**src/rtl/fp_addsub_pipe_if.sv**
```systemverilog
// Operand/result streaming bundle for fp_addsub_pipe.
// A beat transfers on any rising edge where valid and ready are both high; a producer holds
// valid and its data unchanged until that edge, and ready may depend combinationally on the far side.
interface fp_addsub_pipe_if #(
    parameter int EXP_W = 8,
    parameter int MAN_W = 23
);
    localparam int W = EXP_W + MAN_W + 1;

    logic         in_valid;
    logic         in_ready;
    logic [W-1:0] a;
    logic [W-1:0] b;
    logic         sub;
    logic         out_valid;
    logic         out_ready;
    logic [W-1:0] s;
    logic [3:0]   flags;

    modport master (
        output in_valid, a, b, sub, out_ready,
        input  in_ready, out_valid, s, flags
    );

    modport slave (
        input  in_valid, a, b, sub, out_ready,
        output in_ready, out_valid, s, flags
    );
endinterface

```
**src/rtl/fp_addsub_pipe.sv**
```systemverilog
// Three-stage IEEE-754 adder/subtractor (align, add/normalise, round/pack) with RNE rounding,
// Inf/NaN bypass and {invalid, overflow, underflow, inexact} flags on a stallable stream.
module fp_addsub_pipe #(
    parameter int EXP_W = 8,
    parameter int MAN_W = 23
) (
    input logic             clk,
    input logic             rst_n,
    fp_addsub_pipe_if.slave bus
);
    localparam int W  = EXP_W + MAN_W + 1;
    localparam int XW = EXP_W + 2;   // signed exponent width, wide enough to never wrap
    localparam int AW = MAN_W + 3;   // aligned smaller operand: hidden, frac, G, R
    localparam int MW = MAN_W + 4;   // normalised mantissa: hidden, frac, G, R, S

    localparam logic [EXP_W-1:0]    EXP_ONES = '1;
    localparam logic [W-1:0]        QNAN     = {1'b0, EXP_ONES, 1'b1, {(MAN_W-1){1'b0}}};
    localparam logic signed [XW-1:0] X_ONE   = 1;
    localparam logic signed [XW-1:0] X_EMAX  = {2'b00, EXP_ONES};
    localparam logic [XW-1:0]       AW_X     = XW'(AW);

    logic r1_valid, r2_valid, r3_valid;
    logic w_adv;

    // The whole pipe freezes only while a result waits on the output.
    assign w_adv        = ~(r3_valid & ~bus.out_ready);
    assign bus.in_ready = w_adv;

    // ---------------- S1: classify, order by magnitude, align ----------------
    logic             w_sa, w_sb;
    logic [EXP_W-1:0] w_ea, w_eb;
    logic [MAN_W-1:0] w_fa, w_fb;
    logic             w_a_nan, w_b_nan, w_a_snan, w_b_snan, w_a_inf, w_b_inf;
    logic             w_a_big;
    logic [EXP_W-1:0] w_e_big, w_e_small;
    logic [MAN_W-1:0] w_f_big, w_f_small;
    logic signed [XW-1:0] w_xe_big, w_xe_small;
    logic [XW-1:0]    w_diff;
    logic [MAN_W:0]   w_m_big, w_m_small;
    logic [2*AW-1:0]  w_wide;
    logic [AW-1:0]    w_al;
    logic             w_al_stk;
    logic             w_spec, w_spec_inv;
    logic [W-1:0]     w_spec_val;

    assign {w_sa, w_ea, w_fa} = bus.a;
    assign w_sb = bus.b[W-1] ^ bus.sub;
    assign w_eb = bus.b[W-2:MAN_W];
    assign w_fb = bus.b[MAN_W-1:0];

    assign w_a_nan  = (w_ea == EXP_ONES) && (w_fa != '0);
    assign w_b_nan  = (w_eb == EXP_ONES) && (w_fb != '0);
    assign w_a_snan = w_a_nan & ~w_fa[MAN_W-1];
    assign w_b_snan = w_b_nan & ~w_fb[MAN_W-1];
    assign w_a_inf  = (w_ea == EXP_ONES) && (w_fa == '0);
    assign w_b_inf  = (w_eb == EXP_ONES) && (w_fb == '0);

    assign w_a_big   = bus.a[W-2:0] >= bus.b[W-2:0];
    assign w_e_big   = w_a_big ? w_ea : w_eb;
    assign w_f_big   = w_a_big ? w_fa : w_fb;
    assign w_e_small = w_a_big ? w_eb : w_ea;
    assign w_f_small = w_a_big ? w_fb : w_fa;

    // Subnormals behave as exponent 1 with a clear hidden bit.
    assign w_xe_big   = (w_e_big == '0)   ? X_ONE : $signed({2'b00, w_e_big});
    assign w_xe_small = (w_e_small == '0) ? X_ONE : $signed({2'b00, w_e_small});
    assign w_diff     = w_xe_big - w_xe_small;
    assign w_m_big    = {(w_e_big != '0), w_f_big};
    assign w_m_small  = {(w_e_small != '0), w_f_small};

    always_comb begin
        w_wide   = '0;
        w_al     = '0;
        w_al_stk = 1'b0;
        if (w_diff >= AW_X) begin
            w_al_stk = (w_m_small != '0);
        end else begin
            w_wide   = {w_m_small, 2'b00, {AW{1'b0}}} >> w_diff;
            w_al     = w_wide[2*AW-1:AW];
            w_al_stk = |w_wide[AW-1:0];
        end
    end

    always_comb begin
        w_spec     = 1'b0;
        w_spec_inv = 1'b0;
        w_spec_val = '0;
        if (w_a_nan || w_b_nan) begin
            w_spec     = 1'b1;
            w_spec_val = QNAN;
            w_spec_inv = w_a_snan | w_b_snan;
        end else if (w_a_inf && w_b_inf && (w_sa != w_sb)) begin
            w_spec     = 1'b1;
            w_spec_val = QNAN;
            w_spec_inv = 1'b1;
        end else if (w_a_inf) begin
            w_spec     = 1'b1;
            w_spec_val = {w_sa, EXP_ONES, {MAN_W{1'b0}}};
        end else if (w_b_inf) begin
            w_spec     = 1'b1;
            w_spec_val = {w_sb, EXP_ONES, {MAN_W{1'b0}}};
        end
    end

    logic                 r1_spec, r1_spec_inv, r1_sign, r1_eff_sub, r1_stk;
    logic [W-1:0]         r1_spec_val;
    logic signed [XW-1:0] r1_exp;
    logic [MAN_W:0]       r1_m_big;
    logic [AW-1:0]        r1_m_small;

    always_ff @(posedge clk or negedge rst_n) begin
        if (!rst_n) begin
            r1_valid    <= 1'b0;
            r1_spec     <= 1'b0;
            r1_spec_inv <= 1'b0;
            r1_spec_val <= '0;
            r1_sign     <= 1'b0;
            r1_eff_sub  <= 1'b0;
            r1_exp      <= '0;
            r1_m_big    <= '0;
            r1_m_small  <= '0;
            r1_stk      <= 1'b0;
        end else if (w_adv) begin
            r1_valid    <= bus.in_valid;
            r1_spec     <= w_spec;
            r1_spec_inv <= w_spec_inv;
            r1_spec_val <= w_spec_val;
            r1_sign     <= w_a_big ? w_sa : w_sb;
            r1_eff_sub  <= w_sa ^ w_sb;
            r1_exp      <= w_xe_big;
            r1_m_big    <= w_m_big;
            r1_m_small  <= w_al;
            r1_stk      <= w_al_stk;
        end
    end

    // ---------------- S2: magnitude add/sub and normalise ----------------
    logic [MW:0]          w_big_x, w_small_x, w_sum;
    logic [MW-1:0]        w_mag, w_norm;
    logic signed [XW-1:0] w_lzc, w_lim, w_shift, w_exp2;
    logic                 w_sign2;

    assign w_big_x   = {1'b0, r1_m_big, 3'b000};
    assign w_small_x = {1'b0, r1_m_small, r1_stk};
    assign w_sum     = r1_eff_sub ? (w_big_x - w_small_x) : (w_big_x + w_small_x);
    assign w_mag     = w_sum[MW-1:0];
    assign w_sign2   = (r1_eff_sub && (w_sum == '0)) ? 1'b0 : r1_sign;

    always_comb begin
        w_lzc = XW'(MW);
        for (int i = 0; i < MW; i++) begin
            if (w_mag[i]) w_lzc = XW'(MW - 1 - i);
        end
    end

    // Left shift stops at exponent 1 so the result lands in the subnormal encoding.
    always_comb begin
        w_lim   = r1_exp - X_ONE;
        w_shift = '0;
        w_norm  = w_mag;
        w_exp2  = r1_exp;
        if (w_sum[MW]) begin
            w_norm = {w_sum[MW:2], w_sum[1] | w_sum[0]};
            w_exp2 = r1_exp + X_ONE;
        end else begin
            w_shift = (w_lzc > w_lim) ? w_lim : w_lzc;
            w_norm  = w_mag << w_shift;
            w_exp2  = r1_exp - w_shift;
        end
    end

    logic                 r2_spec, r2_spec_inv, r2_sign;
    logic [W-1:0]         r2_spec_val;
    logic signed [XW-1:0] r2_exp;
    logic [MW-1:0]        r2_mant;

    always_ff @(posedge clk or negedge rst_n) begin
        if (!rst_n) begin
            r2_valid    <= 1'b0;
            r2_spec     <= 1'b0;
            r2_spec_inv <= 1'b0;
            r2_spec_val <= '0;
            r2_sign     <= 1'b0;
            r2_exp      <= '0;
            r2_mant     <= '0;
        end else if (w_adv) begin
            r2_valid    <= r1_valid;
            r2_spec     <= r1_spec;
            r2_spec_inv <= r1_spec_inv;
            r2_spec_val <= r1_spec_val;
            r2_sign     <= w_sign2;
            r2_exp      <= w_exp2;
            r2_mant     <= w_norm;
        end
    end

    // ---------------- S3: round to nearest even and pack ----------------
    logic                 w_g, w_r, w_st, w_inc, w_inexact, w_ovf, w_unf;
    logic [MAN_W+1:0]     w_rnd;
    logic [MAN_W:0]       w_man3;
    logic signed [XW-1:0] w_exp3;
    logic [EXP_W-1:0]     w_pexp;
    logic [W-1:0]         w_res;
    logic [3:0]           w_flags;

    assign w_g       = r2_mant[2];
    assign w_r       = r2_mant[1];
    assign w_st      = r2_mant[0];
    assign w_inc     = w_g & (w_r | w_st | r2_mant[3]);
    assign w_rnd     = {1'b0, r2_mant[MW-1:3]} + {{(MAN_W+1){1'b0}}, w_inc};
    assign w_man3    = w_rnd[MAN_W+1] ? w_rnd[MAN_W+1:1] : w_rnd[MAN_W:0];
    assign w_exp3    = w_rnd[MAN_W+1] ? (r2_exp + X_ONE) : r2_exp;
    assign w_inexact = w_g | w_r | w_st;
    assign w_ovf     = (w_exp3 >= X_EMAX);
    assign w_pexp    = w_man3[MAN_W] ? w_exp3[EXP_W-1:0] : '0;
    assign w_unf     = (w_pexp == '0) & w_inexact;

    always_comb begin
        w_res   = {r2_sign, w_pexp, w_man3[MAN_W-1:0]};
        w_flags = {2'b00, w_unf, w_inexact};
        if (r2_spec) begin
            w_res   = r2_spec_val;
            w_flags = {r2_spec_inv, 3'b000};
        end else if (w_ovf) begin
            w_res   = {r2_sign, EXP_ONES, {MAN_W{1'b0}}};
            w_flags = 4'b0101;
        end
    end

    logic [W-1:0] r_s;
    logic [3:0]   r_flags;

    always_ff @(posedge clk or negedge rst_n) begin
        if (!rst_n) begin
            r3_valid <= 1'b0;
            r_s      <= '0;
            r_flags  <= '0;
        end else if (w_adv) begin
            r3_valid <= r2_valid;
            r_s      <= r2_valid ? w_res : '0;
            r_flags  <= r2_valid ? w_flags : 4'b0000;
        end
    end

    assign bus.out_valid = r3_valid;
    assign bus.s         = r_s;
    assign bus.flags     = r_flags;
endmodule

```
**src/flat_wrapper.sv**
```systemverilog
// flat-port wrapper written by rule: the top's interface ports become plain ports
module fp_addsub_pipe_flat 
#(
    parameter int EXP_W = 8,
    parameter int MAN_W = 23
)
  (clk, rst_n, bus_in_valid, bus_a, bus_b, bus_sub, bus_out_ready, bus_in_ready, bus_out_valid, bus_s, bus_flags);
  fp_addsub_pipe_if #(.EXP_W(EXP_W), .MAN_W(MAN_W)) bus_i ();
  input logic clk;
  input logic rst_n;
  input wire logic [$bits(bus_i.in_valid)-1:0] bus_in_valid;
  input wire logic [$bits(bus_i.a)-1:0] bus_a;
  input wire logic [$bits(bus_i.b)-1:0] bus_b;
  input wire logic [$bits(bus_i.sub)-1:0] bus_sub;
  input wire logic [$bits(bus_i.out_ready)-1:0] bus_out_ready;
  output wire logic [$bits(bus_i.in_ready)-1:0] bus_in_ready;
  output wire logic [$bits(bus_i.out_valid)-1:0] bus_out_valid;
  output wire logic [$bits(bus_i.s)-1:0] bus_s;
  output wire logic [$bits(bus_i.flags)-1:0] bus_flags;
  assign bus_i.in_valid = bus_in_valid;
  assign bus_i.a = bus_a;
  assign bus_i.b = bus_b;
  assign bus_i.sub = bus_sub;
  assign bus_i.out_ready = bus_out_ready;
  assign bus_in_ready = bus_i.in_ready;
  assign bus_out_valid = bus_i.out_valid;
  assign bus_s = bus_i.s;
  assign bus_flags = bus_i.flags;
  fp_addsub_pipe #(.EXP_W(EXP_W), .MAN_W(MAN_W)) u_core (.clk(clk), .rst_n(rst_n), .bus(bus_i));
endmodule
```
**config.mk**
```make
export PLATFORM = sky130hd
export DESIGN_NAME = fp_addsub_pipe_flat
export DESIGN_NICKNAME = d
export VERILOG_FILES = /design/src/rtl/fp_addsub_pipe_if.sv /design/src/rtl/fp_addsub_pipe.sv /design/src/flat_wrapper.sv
export SDC_FILE = /design/constraint.sdc
export NUM_CORES = 1
export LEC_CHECK = 0
export ABC_AREA = 1
export CAP_MARGIN = 20
export CORE_ASPECT_RATIO = 1.1
export CORE_MARGIN = 2
export CORE_UTILIZATION = 45
export CTS_BUF_LIST = sky130_fd_sc_hd__clkbuf_8
export CTS_CLUSTER_DIAMETER = 50
export CTS_CLUSTER_SIZE = 30
export DETAILED_ROUTE_END_ITERATION = 8
export GPL_ROUTABILITY_DRIVEN = 1
export SYNTH_ARGS = -nofsm -noshare
export SYNTH_HDL_FRONTEND = slang
export SYNTH_SLANG_ARGS = --single-unit
```
**constraint.sdc**
```tcl
create_clock -name clk -period 5.65 [get_ports clk]
set_input_delay 1.13 -clock clk [delete_from_list [all_inputs] [get_ports clk]]
set_output_delay 1.13 -clock clk [all_outputs]
set_load 0.05 [all_outputs]
```
# Yosys cells after proc, flatten, opt, wreduce, memory -nomap -nowiden
# Cells that the tools add are included.
# op_classes
n_addsub	8
order_cmp	4
n_eq_ne	3
shift	2
mux	60
n_bitwise	17
reduce_logical	20
# op_table
operator	count
$mux 32	6
$mux 5	16
$shr 52x10->52	1
$logic_not 23->1	2
$mux 23	2
$reduce_bool 23->1	2
$mux 4	10
$mux 8	5
$ge 31x31->1	1
$mux 31	1
$mux 10	3
$add 27x27->28	1
$logic_not 28->1	1
$mux 28	1
$sub 27x27->28	1
$mux 27	1
$shl 27x10->27	1
$mux 26	1
$reduce_or 26->1	1
$add 24x1->25	1
$logic_not 8->1	3
$mux 24	1
$reduce_bool 24->1	1
$add 10x2->10 const B	2
17 further kinds	49
# totals
reg_bits	208
inputBits	69
out_inout_bits	38
wordCells	134

# Longest topological paths before layout
# logic_depth
depth_word	33
ltp_mapped	54
ltp_nobuf	53

# Worst setup path before layout
# Ideal clock, no wire load.
# synth_timing
path_kind	in2reg
start	in bus_b[30]
end	reg u_core.r1_stk
setup_ns	0.066
arrival_time_ns	6.292
setup_slack_ns	-0.708
path_stages	44
cell_sequence	inv_1 > ha_1 > nand2_1 > inv_1 > nand3_1 > nor3b_1 > nand2_1 > nor3_1 > nand2_1 > nand3_2 > buf_2 > buf_2 > clkbuf_1 > clkbuf_1 > o21ai_0 > nor4_1 > nor2_1 > ha_1 > [... 8 more ...] > inv_2 > buf_6 > or2_2 > nand2_1 > nand2_1 > o21ai_1 > nand2_1 > nand2_1 > o21ai_0 > o21ai_0 > inv_1 > nand3_1 > nor2_1 > nand2_1 > nand2_1 > nand2_1 > nand2_1 > nand2_1
# synth_via
elab_chain_cells	8
elab_cells_between_ends	15
classes_between	add/sub: 1; order compare: 2; shift: 1; mux: 6; reduce/logical: 5
# synth_rtl
item	line_no	rtl
from (decl)	flat_wrapper.sv:13	input wire logic [$bits(bus_i.b)-1:0] bus_b;
$ge 31x31->1	fp_addsub_pipe.sv:58	assign w_a_big = bus.a[W-2:0] >= bus.b[W-2:0];
$mux 8, on equally long branches	fp_addsub_pipe.sv:59, fp_addsub_pipe.sv:61	
$logic_not 8->1, on equally long branches	fp_addsub_pipe.sv:65, fp_addsub_pipe.sv:66	
$mux 8, on equally long branches	fp_addsub_pipe.sv:65, fp_addsub_pipe.sv:66	
$sub 10x10->10	fp_addsub_pipe.sv:67	assign w_diff = w_xe_big - w_xe_small;
$shr 52x10->52	fp_addsub_pipe.sv:78	w_wide = {w_m_small, 2'b00, {AW{1'b0}}} >> w_diff;
$reduce_or 26->1	fp_addsub_pipe.sv:80	w_al_stk = |w_wide[AW-1:0];
$mux 1 *	fp_addsub_pipe.sv:75	if (w_diff >= AW_X) begin
to (signal assigned)	fp_addsub_pipe.sv:133	r1_stk <= w_al_stk;
to (decl)	fp_addsub_pipe.sv:105	logic r1_spec, r1_spec_inv, r1_sign, r1_eff_sub, r1_stk;
# Every way passes the cells marked *; elsewhere a longest branch is shown, timed or not.
# A chain may end at the register's enable or synchronous reset.

# Worst setup path after layout
# layout_timing
start	in bus_b[18]
end	reg u_core.r1_stk
# Same word-level chain as after synthesis.

==> flow_summary_export.csv <==
group,metric,value,unit
outcome,status,"finished with violations",
outcome,violations,"setup timing",
min_path,min_from,"u_core.r2_sign",
sta,finalHoldViolations,0,
power,clkPwrFrac,7.9,%
setup_path,cpMaxStageDelayCell,"nor4_4",
yosys,synth_seq_area_share,22.8,%
setup_path,worst-r2r-cell-count,40,
finish,fillCellCount,3270,
yosys,synth_area,16000,sq um
drt,drt_first_pass_iters,6,
min_path,hold_end,"u_core.r2_sign",
global_route,overflow,0,
min_path,hold_depth,2,
global_route,grt_pass1_vias,19481,
setup_path,r2r_end,"u_core.r2_exp[8]",
power,internal-power,4900,uW
global_route,grt_max_degree,161,
sta,timing.fmax,0.164,GHz
sta,setup_viol,28,
sta,tightestPinTransition,0.942,ns
yosys,synth-async-reset-ratio,100,%
sta,timing.final.ws_setup,-0.465,ns
drt,post-route-drc-count,0,
drt,dr.max_layer_used,"met4",
drt,drt_iter0_markers,1710,
finish,drive_above_1_share,27.0,%
setup_path,worst_setup_path_end_kind,"register",
global_route,antenna_found_initial,0,
drt,wl_met3,3.17,mm
placement,dp_hpwl,48.6,mm
yosys,synth.most_common_cell,"nand2_1",
setup_path,critPathMaxFanout,6,
power,p_sw,6010,uW
drt,met1_length,25.8,mm
floorplan,initial_core_util,45.6,%
clock_network,clk_path_buf_depth,2,
placement,gp_congestion,0.998,
sta,rsz0062_at_grt,"yes",
floorplan,die-height,202,um
yosys,ys.flop_type,"dfrtp_1",
finish,postLayoutCellArea,22100,sq um
power,seq_power_share,16.3,%
yosys,ys_seq_elements,146,
power,p_per_area,495,nW/um^2
floorplan,die_width,184,um
sta,period_share,108,%
yosys,synth_top_area_share,22.8,%
setup_path,worstSetupPathType,"input pin to register",
sta,relSlewSlack,36.5,%
drt,wl_met2,32.5,mm
setup_path,crit_top_cell,"nand2_1",
yosys,ys_types,65,
setup_path,crit_arrival,6.55,ns
yosys,yosys.area.top_type,"dfrtp_1",
power,p_leak,0.0111,uW
setup_path,critPathBufInv,10,
setup_path,max_stage_delay,0.31,ns
setup_path,cp-start-kind,"input pin",
clock_network,cts_inserted_buffers,17,
floorplan,die-area,37200,sq um
setup_path,rr_startpoint,"u_core.r1_m_big[5]",
power,switching_share,55.1,%
flow_run,cap_violations,0,
min_path,min_path_type,"register to register",
clock_network,cts_tree,"done",
finish,fin_util,62.8,%
drt,wl_per_cell,18.7,um
floorplan,core_area,35100,sq um
yosys,syn_inst,2625,
floorplan,num_rows,72,
drt,dr_total_vias,19768,
sta,final-max-slew-violation-count,0,
setup_path,cpLargestDelayFamily,"simple AND/OR/NAND/NOR gates",
finish,nets,3231,
finish,area_delta_synth_final,37.6,%
clock_network,clockRootBuffer,"clkbuf_8",
floorplan,io_pins,107,
power,p_comb_share,75.8,%
setup_path,r2r_setup_slack,0.23,ns
power,vdd_drop_max,0.236,mV
sta,finClkSkew,0.0211,ns
yosys,synthesis.nets,2798,
yosys,synth_warnings,0,
clock_network,clk_latency,0.51,ns
yosys,synthTopCellsByCount,"nand2_1, nand3_1, inv_1, o21ai_0, nor2_1",
global_route,grt_usage,34.6,%
placement,dpl-instance-area,19500,sq um
drt,ant_nets,0,
yosys,yosys-top-cells-area,"dfrtp_1, nand2_1, nand3_1",
clock_network,clock_sinks,146,
clock_network,htreeDepth,4,
yosys,syn_avg_cell_area,6.11,sq um
placement,port_buffers,106,
drt,wl,65.6,mm
setup_path,required,6.09,ns
global_route,grt_pass1_wl,101,mm
sta,finalCriticalPeriod,6.11,ns
yosys,synth_edf_count,0,
clock_network,clk_pin_slew,0.09,ns
drt,vias_per_cell,5.62,
==> placed cells by master, fill, tap and decap left out, drive strengths merged, types with 12 or more instances in the layout <==
| master | Yosys | final |
|---|---|---|
| nor2 | 212 | 212 |
| clkdlybuf4s50 | 0 | 44 |
| dfrtp | 146 | 146 |
| nor4 | 21 | 21 |
| or2 | 29 | 29 |
| xor2 | 44 | 44 |
| dlygate4sd2 | 0 | 23 |
| a21oi | 112 | 112 |
| inv | 326 | 333 |
| o211ai | 12 | 12 |
| nor3 | 25 | 25 |
| a31oi | 15 | 15 |
| clkbuf | 66 | 32 |
| ha | 101 | 101 |
| nand2 | 767 | 767 |
| o22ai | 12 | 12 |
| nand3 | 335 | 336 |
| o21ai | 232 | 232 |
| buf | 47 | 436 |
| nand4 | 31 | 31 |
==> power groups by stage <==
stage          clock, uW  sequential (uW)  combinational (uW)
2_1_floorplan          0             2020                4510
3_3_place_gp           0             1760                7510
3_5_place_dp           0             1780                7550
4_1_cts              879             1760                7840
5_1_grt              926             1810                9070
6_report             862             1780                8280
==> worst max path at each step <==
stage,start,cells past startpoint,end
detailed placement,bus_b[30],46,u_core.r1_stk
floorplan,bus_b[1],49,u_core.r1_stk
global placement,bus_b[1],46,u_core.r1_stk
CTS,bus_b[5],48,u_core.r1_stk
finish,bus_b[18],50,u_core.r1_stk
global route,bus_b[4],50,u_core.r1_stk
==> repair_timing <==
item	4_1_cts	5_1_grt
setup endpoints to repair	33	67
resized for setup	239	227
pin swaps	54	78
setup buffers	125	24
hold buffers	0	0
gates cloned	3	0
==> tightest hold or removal path, delay by kind of cell (launching register included) <==
kind	cells	cell delay (ns)
DFF	1	0.35
and+or+nand+nor	2	0.11
==> cell type report <==
| class | count | area (sq um) | share of cell area [%] |
|---|---|---|---|
| clock buffers | 17 | 234 | 1.06 |
| repair buffers | 525 | 4330 | 19.6 |
| multi-input cells | 2038 | 11900 | 53.7 |
| well taps | 444 | 556 | 2.52 |
| inverters | 329 | 1260 | 5.73 |
| repair inverters | 1 | 7.51 | 0.0340 |
| diodes | 1 | 2.50 | 0.0113 |
| flip-flops and latches | 146 | 3660 | 16.6 |
| clock inverters | 15 | 169 | 0.765 |
==> sequential cells by signal (all words and copies together) (netlist names), 2 cells and up <==
register            cells
u_core.r2_mant         27
u_core.bus.s           32
u_core.r2_exp          10
u_core.r1_spec_val      2
u_core.r1_m_small      26
u_core.r1_exp           8
u_core.r1_m_big        24
u_core.r2_spec_val      2
u_core.bus.flags        4
==> layer usage <==
metal / up-vias / global-route usage (%)
li1: 9475 / -
met1: 9253 / 39.7
met2: 774 / 61.4
met3: 266 / 4.58
met4: 0 / 20.0
met5: - / 0
==> stage by stage <==
step	instances	hold WS (ns)	setup slack, ns	total power [uW]	setup TNS, ns
floorplan	2625	0.442	-0.266	6530	-2.39
global placement	3341	0.464	-1.46	9270	-25.87
detailed placement	3341	0.466	-1.49	9330	-29.32
CTS	3501	0.487	-0.197	10500	-0.794
global route	3515	0.508	-0.888	11800	-15.92
finish	3516	0.487	-0.465	10900	-5.32
==> cell families (layout without fill, tap and decap cells) <==
| group | count (synthesis) | after routing | share of synthesized area [%] |
|---|---|---|---|
| compound gates | 443 | 443 | 16.0 |
| buf+inv | 442 | 887 | 11.0 |
| xor+xnor | 53 | 53 | 2.94 |
| fa+ha+maj | 104 | 104 | 8.25 |
| flops | 146 | 146 | 22.8 |
| other cells | 0 | 1 | 0 |
| simple gates | 1437 | 1438 | 39.1 |
(Power assumes the default switching activity.)
